===== src/rtl/warp_issue_ctrl.sv =====
// Purpose: sequences one warp -- fetches, decodes and broadcasts instructions to NUM_LANES lanes, then drains.
// Latency: fetch-to-issue is one cycle after imem_valid; minimum issue period is 2 cycles (FETCH+ISSUE).
// Backpressure: imem_req is held with a stable imem_addr until imem_valid; DRAIN waits for all masked lanes.
module warp_issue_ctrl #(
    parameter int NUM_LANES = 4,
    parameter int PC_WIDTH  = 8,
    parameter int MAX_INSTR = 64
) (
    input  logic                 clk,
    input  logic                 rst,
    input  logic                 start,
    input  logic [PC_WIDTH-1:0]  base_pc,
    input  logic [NUM_LANES-1:0] lane_mask,
    output logic                 imem_req,
    output logic [PC_WIDTH-1:0]  imem_addr,
    input  logic                 imem_valid,
    input  logic [31:0]          imem_data,
    output logic [2:0]           type_instr,
    output logic [4:0]           regnum_1,
    output logic [4:0]           regnum_2,
    output logic [4:0]           dest_reg,
    output logic [5:0]           shammt,
    output logic [NUM_LANES-1:0] lane_active,
    input  logic [NUM_LANES-1:0] lane_complete,
    output logic                 busy,
    output logic                 done,
    output logic                 overrun,
    output logic [7:0]           instr_count
);

    typedef enum logic [2:0] {
        S_IDLE,
        S_FETCH,
        S_ISSUE,
        S_FORCE_EXIT,
        S_DRAIN,
        S_DONE
    } state_t;

    localparam logic [2:0] OP_EXIT = 3'b111;
    // Budget counter only needs to reach MAX_INSTR; the visible count saturates separately at 255.
    localparam int         BW      = $clog2(MAX_INSTR + 1);
    localparam logic [BW-1:0] BUDGET_LAST = BW'(MAX_INSTR - 1);

    state_t               state_q,  state_d;
    logic [PC_WIDTH-1:0]  pc_q,     pc_d;
    logic [NUM_LANES-1:0] mask_q,   mask_d;
    logic [BW-1:0]        budget_q, budget_d;
    logic                 req_q,    req_d;
    logic [PC_WIDTH-1:0]  addr_q,   addr_d;
    logic [2:0]           type_q,   type_d;
    logic [4:0]           rs1_q,    rs1_d;
    logic [4:0]           rs2_q,    rs2_d;
    logic [4:0]           dest_q,   dest_d;
    logic [5:0]           sh_q,     sh_d;
    logic [NUM_LANES-1:0] act_q,    act_d;
    logic                 busy_q,   busy_d;
    logic                 done_q,   done_d;
    logic                 ovr_q,    ovr_d;
    logic [7:0]           cnt_q,    cnt_d;

    // Low byte of the instruction word carries no field.
    logic unused_imem_bits;
    assign unused_imem_bits = ^imem_data[7:0];

    // Next-state and next-output logic; every output is registered so lanes see glitch-free controls.
    always_comb begin
        state_d  = state_q;
        pc_d     = pc_q;
        mask_d   = mask_q;
        budget_d = budget_q;
        req_d    = 1'b0;
        addr_d   = addr_q;
        type_d   = OP_EXIT;
        rs1_d    = '0;
        rs2_d    = '0;
        dest_d   = '0;
        sh_d     = '0;
        act_d    = '0;
        busy_d   = 1'b1;
        done_d   = 1'b0;
        ovr_d    = ovr_q;
        cnt_d    = cnt_q;

        case (state_q)
            S_IDLE: begin
                busy_d = 1'b0;
                if (start) begin
                    pc_d     = base_pc;
                    mask_d   = lane_mask;
                    budget_d = '0;
                    cnt_d    = '0;
                    ovr_d    = 1'b0;
                    busy_d   = 1'b1;
                    if (lane_mask == '0) begin
                        // Nothing to run: skip straight to the completion pulse.
                        state_d = S_DONE;
                        done_d  = 1'b1;
                    end else begin
                        state_d = S_FETCH;
                        req_d   = 1'b1;
                        addr_d  = base_pc;
                    end
                end
            end

            S_FETCH: begin
                if (imem_valid) begin
                    state_d = S_ISSUE;
                    type_d  = imem_data[31:29];
                    dest_d  = imem_data[28:24];
                    rs1_d   = imem_data[23:19];
                    rs2_d   = imem_data[18:14];
                    sh_d    = imem_data[13:8];
                    act_d   = mask_q;
                end else begin
                    req_d = 1'b1;
                end
            end

            S_ISSUE: begin
                pc_d     = pc_q + 1'b1;
                budget_d = budget_q + 1'b1;
                cnt_d    = (cnt_q == 8'hFF) ? cnt_q : cnt_q + 8'd1;
                if (type_q == OP_EXIT) begin
                    state_d = S_DRAIN;
                end else if (budget_q == BUDGET_LAST) begin
                    // Budget exhausted without EXIT: lanes get a synthetic EXIT.
                    state_d = S_FORCE_EXIT;
                    act_d   = mask_q;
                    ovr_d   = 1'b1;
                end else begin
                    state_d = S_FETCH;
                    req_d   = 1'b1;
                    addr_d  = pc_q + 1'b1;
                end
            end

            S_FORCE_EXIT: begin
                state_d = S_DRAIN;
            end

            S_DRAIN: begin
                if ((lane_complete & mask_q) == mask_q) begin
                    state_d = S_DONE;
                    done_d  = 1'b1;
                end
            end

            S_DONE: begin
                state_d = S_IDLE;
                busy_d  = 1'b0;
            end

            default: begin
                state_d = S_IDLE;
                busy_d  = 1'b0;
            end
        endcase
    end

    // State and registered-output update with asynchronous reset to the idle drive.
    always_ff @(posedge clk or posedge rst) begin
        if (rst) begin
            state_q  <= S_IDLE;
            pc_q     <= '0;
            mask_q   <= '0;
            budget_q <= '0;
            req_q    <= 1'b0;
            addr_q   <= '0;
            type_q   <= OP_EXIT;
            rs1_q    <= '0;
            rs2_q    <= '0;
            dest_q   <= '0;
            sh_q     <= '0;
            act_q    <= '0;
            busy_q   <= 1'b0;
            done_q   <= 1'b0;
            ovr_q    <= 1'b0;
            cnt_q    <= '0;
        end else begin
            state_q  <= state_d;
            pc_q     <= pc_d;
            mask_q   <= mask_d;
            budget_q <= budget_d;
            req_q    <= req_d;
            addr_q   <= addr_d;
            type_q   <= type_d;
            rs1_q    <= rs1_d;
            rs2_q    <= rs2_d;
            dest_q   <= dest_d;
            sh_q     <= sh_d;
            act_q    <= act_d;
            busy_q   <= busy_d;
            done_q   <= done_d;
            ovr_q    <= ovr_d;
            cnt_q    <= cnt_d;
        end
    end

    assign imem_req    = req_q;
    assign imem_addr   = addr_q;
    assign type_instr  = type_q;
    assign regnum_1    = rs1_q;
    assign regnum_2    = rs2_q;
    assign dest_reg    = dest_q;
    assign shammt      = sh_q;
    assign lane_active = act_q;
    assign busy        = busy_q;
    assign done        = done_q;
    assign overrun     = ovr_q;
    assign instr_count = cnt_q;

endmodule


===== config.mk =====
export PLATFORM = sky130hd
export DESIGN_NAME = warp_issue_ctrl
export DESIGN_NICKNAME = d
export VERILOG_FILES = /design/src/rtl/warp_issue_ctrl.sv
export SDC_FILE = /design/constraint.sdc
export NUM_CORES = 1
export LEC_CHECK = 0
export ABC_AREA = 1
export CORE_MARGIN = 1
export CORE_UTILIZATION = 47
export DETAILED_ROUTE_END_ITERATION = 8
export PLACE_DENSITY = 0.85
export SYNTH_ARGS = -nofsm -noshare
export SYNTH_HDL_FRONTEND = slang
export SYNTH_SLANG_ARGS = --single-unit

===== constraint.sdc =====
create_clock -name clk -period 3.35 [get_ports clk]
set_clock_uncertainty 0.2 [all_clocks]
set_input_delay 1.005 -clock clk [delete_from_list [all_inputs] [get_ports clk]]
set_output_delay 1.005 -clock clk [all_outputs]
set_load 0.005 [all_outputs]

==> metrics.csv <==
metric,value,unit
drc,2,
first_iter_violations,167,
synth.avg_cell_area,8.351,µm²
crit_chain,clkdlybuf4s50_1,
grt_util_met1,0.2775,
synthCells,384,
max_stage_delay,550,ps
top_level_ports,100,
die_x,84.60,µm
worstPathBufferInverterCount,1,
hold_path_class,flip-flop to flip-flop,
synth-seq-cells,70,
start_kind,flip-flop,
rsz0062_at_grt,no,
use_met3,0.05506,
violations,design-rule violations,
cts.repair.resized,0,
final_common_cell,nand2_1,
ant_nets,0,
path_max_fanout,3,
seq_area_frac_synth,0.5474,
synth-edff-count,0,
slowest_stage,dfstp_2,
grt_usage,0.2232,
syn_to_final_growth,36.52,%
finalMaxSlewViolations,0,
cts-root-buf,clkbuf_8,
clock-sinks,70,
detail_route.first_pass.iterations,9,
die_y,84.60,µm
viasPerCell,4.873,
rows,29,
grt_pass1_wl,12.33,mm
synth_ff_type,dfrtp_1,
wl_per_cell,12.82,µm
diodes,0,
syn_area,3207,µm²
p_leak,2.212,nW
drive_gt1_frac,0.09504,
cts.path.max_buffers,2,
arrival,1400,ps
drv_cap,0,
clk_latency,350,ps
postCtsHoldBufs,0,
status,finished with violations,
initial_core_util,0.4965,
io_buffer_count,91,
required,2140,ps
async_reset_ff_frac,1.000,
max_freq,383.8,MHz
vias,2734,
antenna_found_initial,0,
grt_max_degree,36,
gp_congestion,0.8144,
cts_setup_buffers,0,
synth_cell_types,30,
mostFrequentLayoutCells,"117 x nand2_1, 91 x clkdlybuf4s50_1, 67 x dfrtp_1",
grt.busiest_layer,met2,
peakVddDrop,0.3904,mV
max_slew_margin,0.6125,
finalCriticalPeriod,2605,ps
dieArea,7157,µm²
synth_warnings,0,
overflow,0,
cts_buffers,9,
core,6459,µm²
power.density,662.2,nW/µm²
crit_family,flip-flops,
whs,276.5,ps
tightest_slew,580.3,ps
syn_nets,439,
htreeDepth,3,
clkTransAtPathRegs,80,ps
finalHoldViolCount,0,
fin_nets,535,
final-setup-viol-count,0,
use_met2,0.3651,
totalWireLength,7.193,mm
grt_pass1_vias,2732,
crit_type,flip-flop to output pin,
cp-end-kind,output pin,
tns,0,ps
dpl.hpwl,4.986,mm
tritoncts,yes,
fin_crit_sh,0.7777,
-- power by group --
part           internal (W)  switching (W)  total [W]
Clock              0.000361       0.000329   0.000690
Sequential          0.00106       0.000145    0.00120
Combinational      0.000457       0.000547    0.00100
-- cell usage after synthesis, types with 2 or more instances --
cell      number  share of area
dfrtp_1       67           0.52
nor2_2         2         0.0039
nor2_1        34          0.040
nand2_4        2         0.0070
nand3_1       31          0.048
ha_1           3          0.012
a21boi_0       2         0.0047
dfstp_2        3          0.025
xnor2_1        3         0.0082
buf_2          4         0.0062
a21oi_1        4         0.0062
inv_1         54          0.063
buf_6          2         0.0070
o21ai_2        4          0.011
nand2_1      117           0.14
inv_2          4         0.0047
o21ai_0       25          0.039
or2_2          5         0.0098
nand4_1        3         0.0059
o21bai_1       2         0.0047
nand2_2        4         0.0078
-- cell type report --
class | count | area (µm²)
fill | 507 | 2081
sequential | 70 | 1755
multi-input combinational | 247 | 1166
timing repair buffer | 94 | 945.9
inverter | 58 | 217.7
clock buffer | 10 | 137.6
tap | 77 | 96.34
clock inverter | 5 | 58.81
-- final timing paths --
check                      cells after the start                     start                       end  slack, ps
max in group asynchronous                      3                       rst    state_q[2]$_DFFE_PP0P_       1530
hold reg to reg                                2  imem_addr[0]$_DFFE_PP0P_  imem_addr[0]$_DFFE_PP0P_        280
setup / recovery                               1   type_instr[0]$_DFF_PP1_             type_instr[0]        740
min in group asynchronous                      2                       rst     regnum_2[0]$_DFF_PP0_        830
hold / removal                                 2  imem_addr[0]$_DFFE_PP0P_  imem_addr[0]$_DFFE_PP0P_        280
setup reg to reg                               7    state_q[2]$_DFFE_PP0P_       pc_q[3]$_DFFE_PP0P_       1370
-- per-stage QoR --
stage          power (W)    util  setup slack, ps  instance area (µm²)  instances
6_report        0.002899  0.6778            744.8                 4378        561
5_1_grt         0.003093  0.6778            708.2                 4378        561
4_1_cts         0.002910  0.6778            730.2                 4378        561
3_5_place_dp    0.002218  0.6474            718.0                 4182        546
3_3_place_gp    0.002181  0.6474            749.3                 4182        546
2_1_floorplan   0.001799       -            381.8                 3207        384
-- cells by family after synthesis --
group | count (synthesis) | share of synthesized area
compound gates | 37 | 0.06554
xor+xnor | 3 | 0.008195
simple gates | 204 | 0.2782
flops | 70 | 0.5474
buf+inv | 67 | 0.08895
fa+ha+maj | 3 | 0.01171
-- per-layer routing --
| metal | up-vias | wire [µm] |
|---|---|---|
| met2 | 87 | 3484 |
| li1 | 1370 | - |
| met5 | - | 0 |
| met3 | 13 | 432 |
| met1 | 1264 | 3125 |
| met4 | 0 | 151 |
Power figures use the tool's default switching activity.
==> RTL change, RTL diff (same settings) <==
Reset style: synchronous (`rst`), changed in one clocked block. Comments in the files are not updated.
--- a/src/rtl/warp_issue_ctrl.sv
+++ b/src/rtl/warp_issue_ctrl.sv
@@ -161,5 +161,5 @@
 
     // State and registered-output update with asynchronous reset to the idle drive.
-    always_ff @(posedge clk or posedge rst) begin
+    always_ff @(posedge clk) begin
         if (rst) begin
             state_q  <= S_IDLE;
Formal check against the unedited RTL: differs if rst is asserted again (counterexample within 4 cycles, from zero or initial values and one cycle with rst high); with rst held inactive, the same outputs for 10 cycles.
==> RTL change against the original RTL <==
- wire length down 2.5%
- final cell count is 10% higher
- worst setup slack improved by 0.071 ns
- area after synthesis is 2.7% lower
- highest routed layer unchanged
- register-to-register slack better by 0.06 ns
- sequential cell count unchanged
- count of clock-buffer cells in the layout rose by 3
- largest cell class unchanged
- critical path depth rose by 6
- final area fell by 2.5%
- global-route usage fell by 0.93 points
- critical path type is now in2reg
- first-iteration DRC count fell by 32%
Power is not compared: it rests on default switching activity, and its combinational part moved more than twofold at a synthesized area within 25%.
==> RTL change: results (changes against the original RTL) <==
[worst_setup_path]
r2r_cells=6  ; -1
slowest_stage=clkdlybuf4s50_1
regToRegEndpoint=lane_active[1]$_SDFF_PP0_
critPathMaxStageDelay_ns=0.77  ; +0.22 ns
critPathArrivalTime_ns=2.58  ; +1.18 ns
r2r_slack_ns=1.43  ; +0.06 ns
path_max_fanout=12  ; +9
r2r_start=state_q[1]$_SDFFE_PP0P_

[routing]
drtIter0Drc=114  ; -32%
vias_per_cell=4.770  ; -2.1%
avgRoutedWirePerCell_um=11.37  ; -11%
dr.pass1.iters=4  ; -5

[logic_synthesis]
synthXorXnorAreaFrac=0.002806  ; -0.005388
synth_ff_type=dfxtp_1
syn-num-nets=497  ; +13%
ys_types=28  ; -6.7%
synthAdderAreaFrac=0.01202  ; +0.0003190
async_flop_share=0  ; -1.000
synth-compound-area-share=0.09259  ; +0.02704
synthTopCellsByCount=nand2_1 (93), inv_1 (71), dfxtp_1 (70)
yosys-top-cells-area=dfxtp_1 (45%), nand2_1 (11%), inv_1 (8.5%), nor2_1 (7.6%), nand3_1 (6.4%)

[placement]
dp_hpwl_mm=5.193  ; +4.1%
placed_area_um2=4075  ; -2.5%

[global_route]
grt_max_degree=28  ; -22%
grt_pass1_wl_mm=12.10  ; -1.8%
grt_pass1_vias=2850  ; +4.3%
grtUsageTotal=0.2139  ; -0.009314

[finish]
final_nets=590  ; +10%

[worst_hold_path]
min_from=mask_q[3]$_SDFFE_PP0P_
hold_end=lane_active[3]$_SDFF_PP0_

[cts]
cts-root-buf=clkbuf_8
worstSkewPairLatency_ns=0.34
post_cts_buffers=0  ; unchanged
clk_path_buf_depth=2  ; unchanged

[run_status]
status=complete, no violations

[timing]
maxSlewViolCount=0  ; unchanged
maxSlewHeadroom=0.6803  ; +0.06773

-- RTL change: final cells by class --
class	instances	area, um2
inverter	78	292.8
clock buffer	13	148.9
multi-input combinational	281	1344
tap	77	96.34
timing repair buffer	95	940.9
sequential	70	1401
fill	527	2118
clock inverter	3	43.79
-- RTL change: power by group through the flow --
stage          registers, mW  logic [mW]  clock network, mW
3_5_place_dp           0.950       0.371                  0
5_1_grt                0.939       0.418              0.721
2_1_floorplan          0.947       0.222                  0
4_1_cts                0.930       0.373              0.679
3_3_place_gp           0.948       0.362                  0
6_report               0.931       0.371              0.669
-- RTL change: worst max-delay path: cells and delay by family --
| kind | cells | cell delay [ns] |
|---|---|---|
| AOI/OAI and AO/OA | 1 | 0.08 |
| and+or+nand+nor | 1 | 0.06 |
| buffers and inverters | 5 | 1.44 |
-- RTL change: cells by family (layout without fill, tap and decap cells) --
group                      Yosys count  after routing
adders and majority gates            3              3
xor gates and xnor gates             1              1
AOI/OAI and AO/OA                   52             52
and+or+nand+nor                    225            225
DFF                                 70             70
buffers and inverters               91            189
-- RTL change: worst max path at each step --
stage / start / endpoint / slack (ns) / cells past startpoint
2_1_floorplan: rst / pc_q[6]$_SDFFE_PP0P_ / 1.35 / 7
3_3_place_gp: rst / pc_q[3]$_SDFFE_PP0P_ / 0.52 / 7
3_5_place_dp: rst / pc_q[3]$_SDFFE_PP0P_ / 0.46 / 7
4_1_cts: rst / pc_q[3]$_SDFFE_PP0P_ / 0.83 / 7
5_1_grt: rst / pc_q[3]$_SDFFE_PP0P_ / 0.71 / 7
6_report: rst / pc_q[3]$_SDFFE_PP0P_ / 0.82 / 7
-- RTL change: per-layer routing --
| metal | vias to the layer above | track usage | routed length, um |
|---|---|---|---|
| met5 | - | 0 | 0 |
| met4 | 0 | 0.08629 | 165 |
| met3 | 15 | 0.05440 | 325 |
| met2 | 73 | 0.3741 | 3414 |
| met1 | 1311 | 0.2500 | 3110 |
| li1 | 1544 | - | - |
-- RTL change: metrics by stage --
step,total power [mW],setup slack [ns],cells,hold WS (ns),util
floorplan,1.169,1.354,442,0.2387,-
finish,1.971,0.8159,617,0.2597,0.6683
detailed placement,1.320,0.4554,601,0.2590,0.6381
global placement,1.309,0.5198,601,0.2552,0.6381
global route,2.078,0.7069,617,0.2843,0.6683
CTS,1.982,0.8278,617,0.2664,0.6683
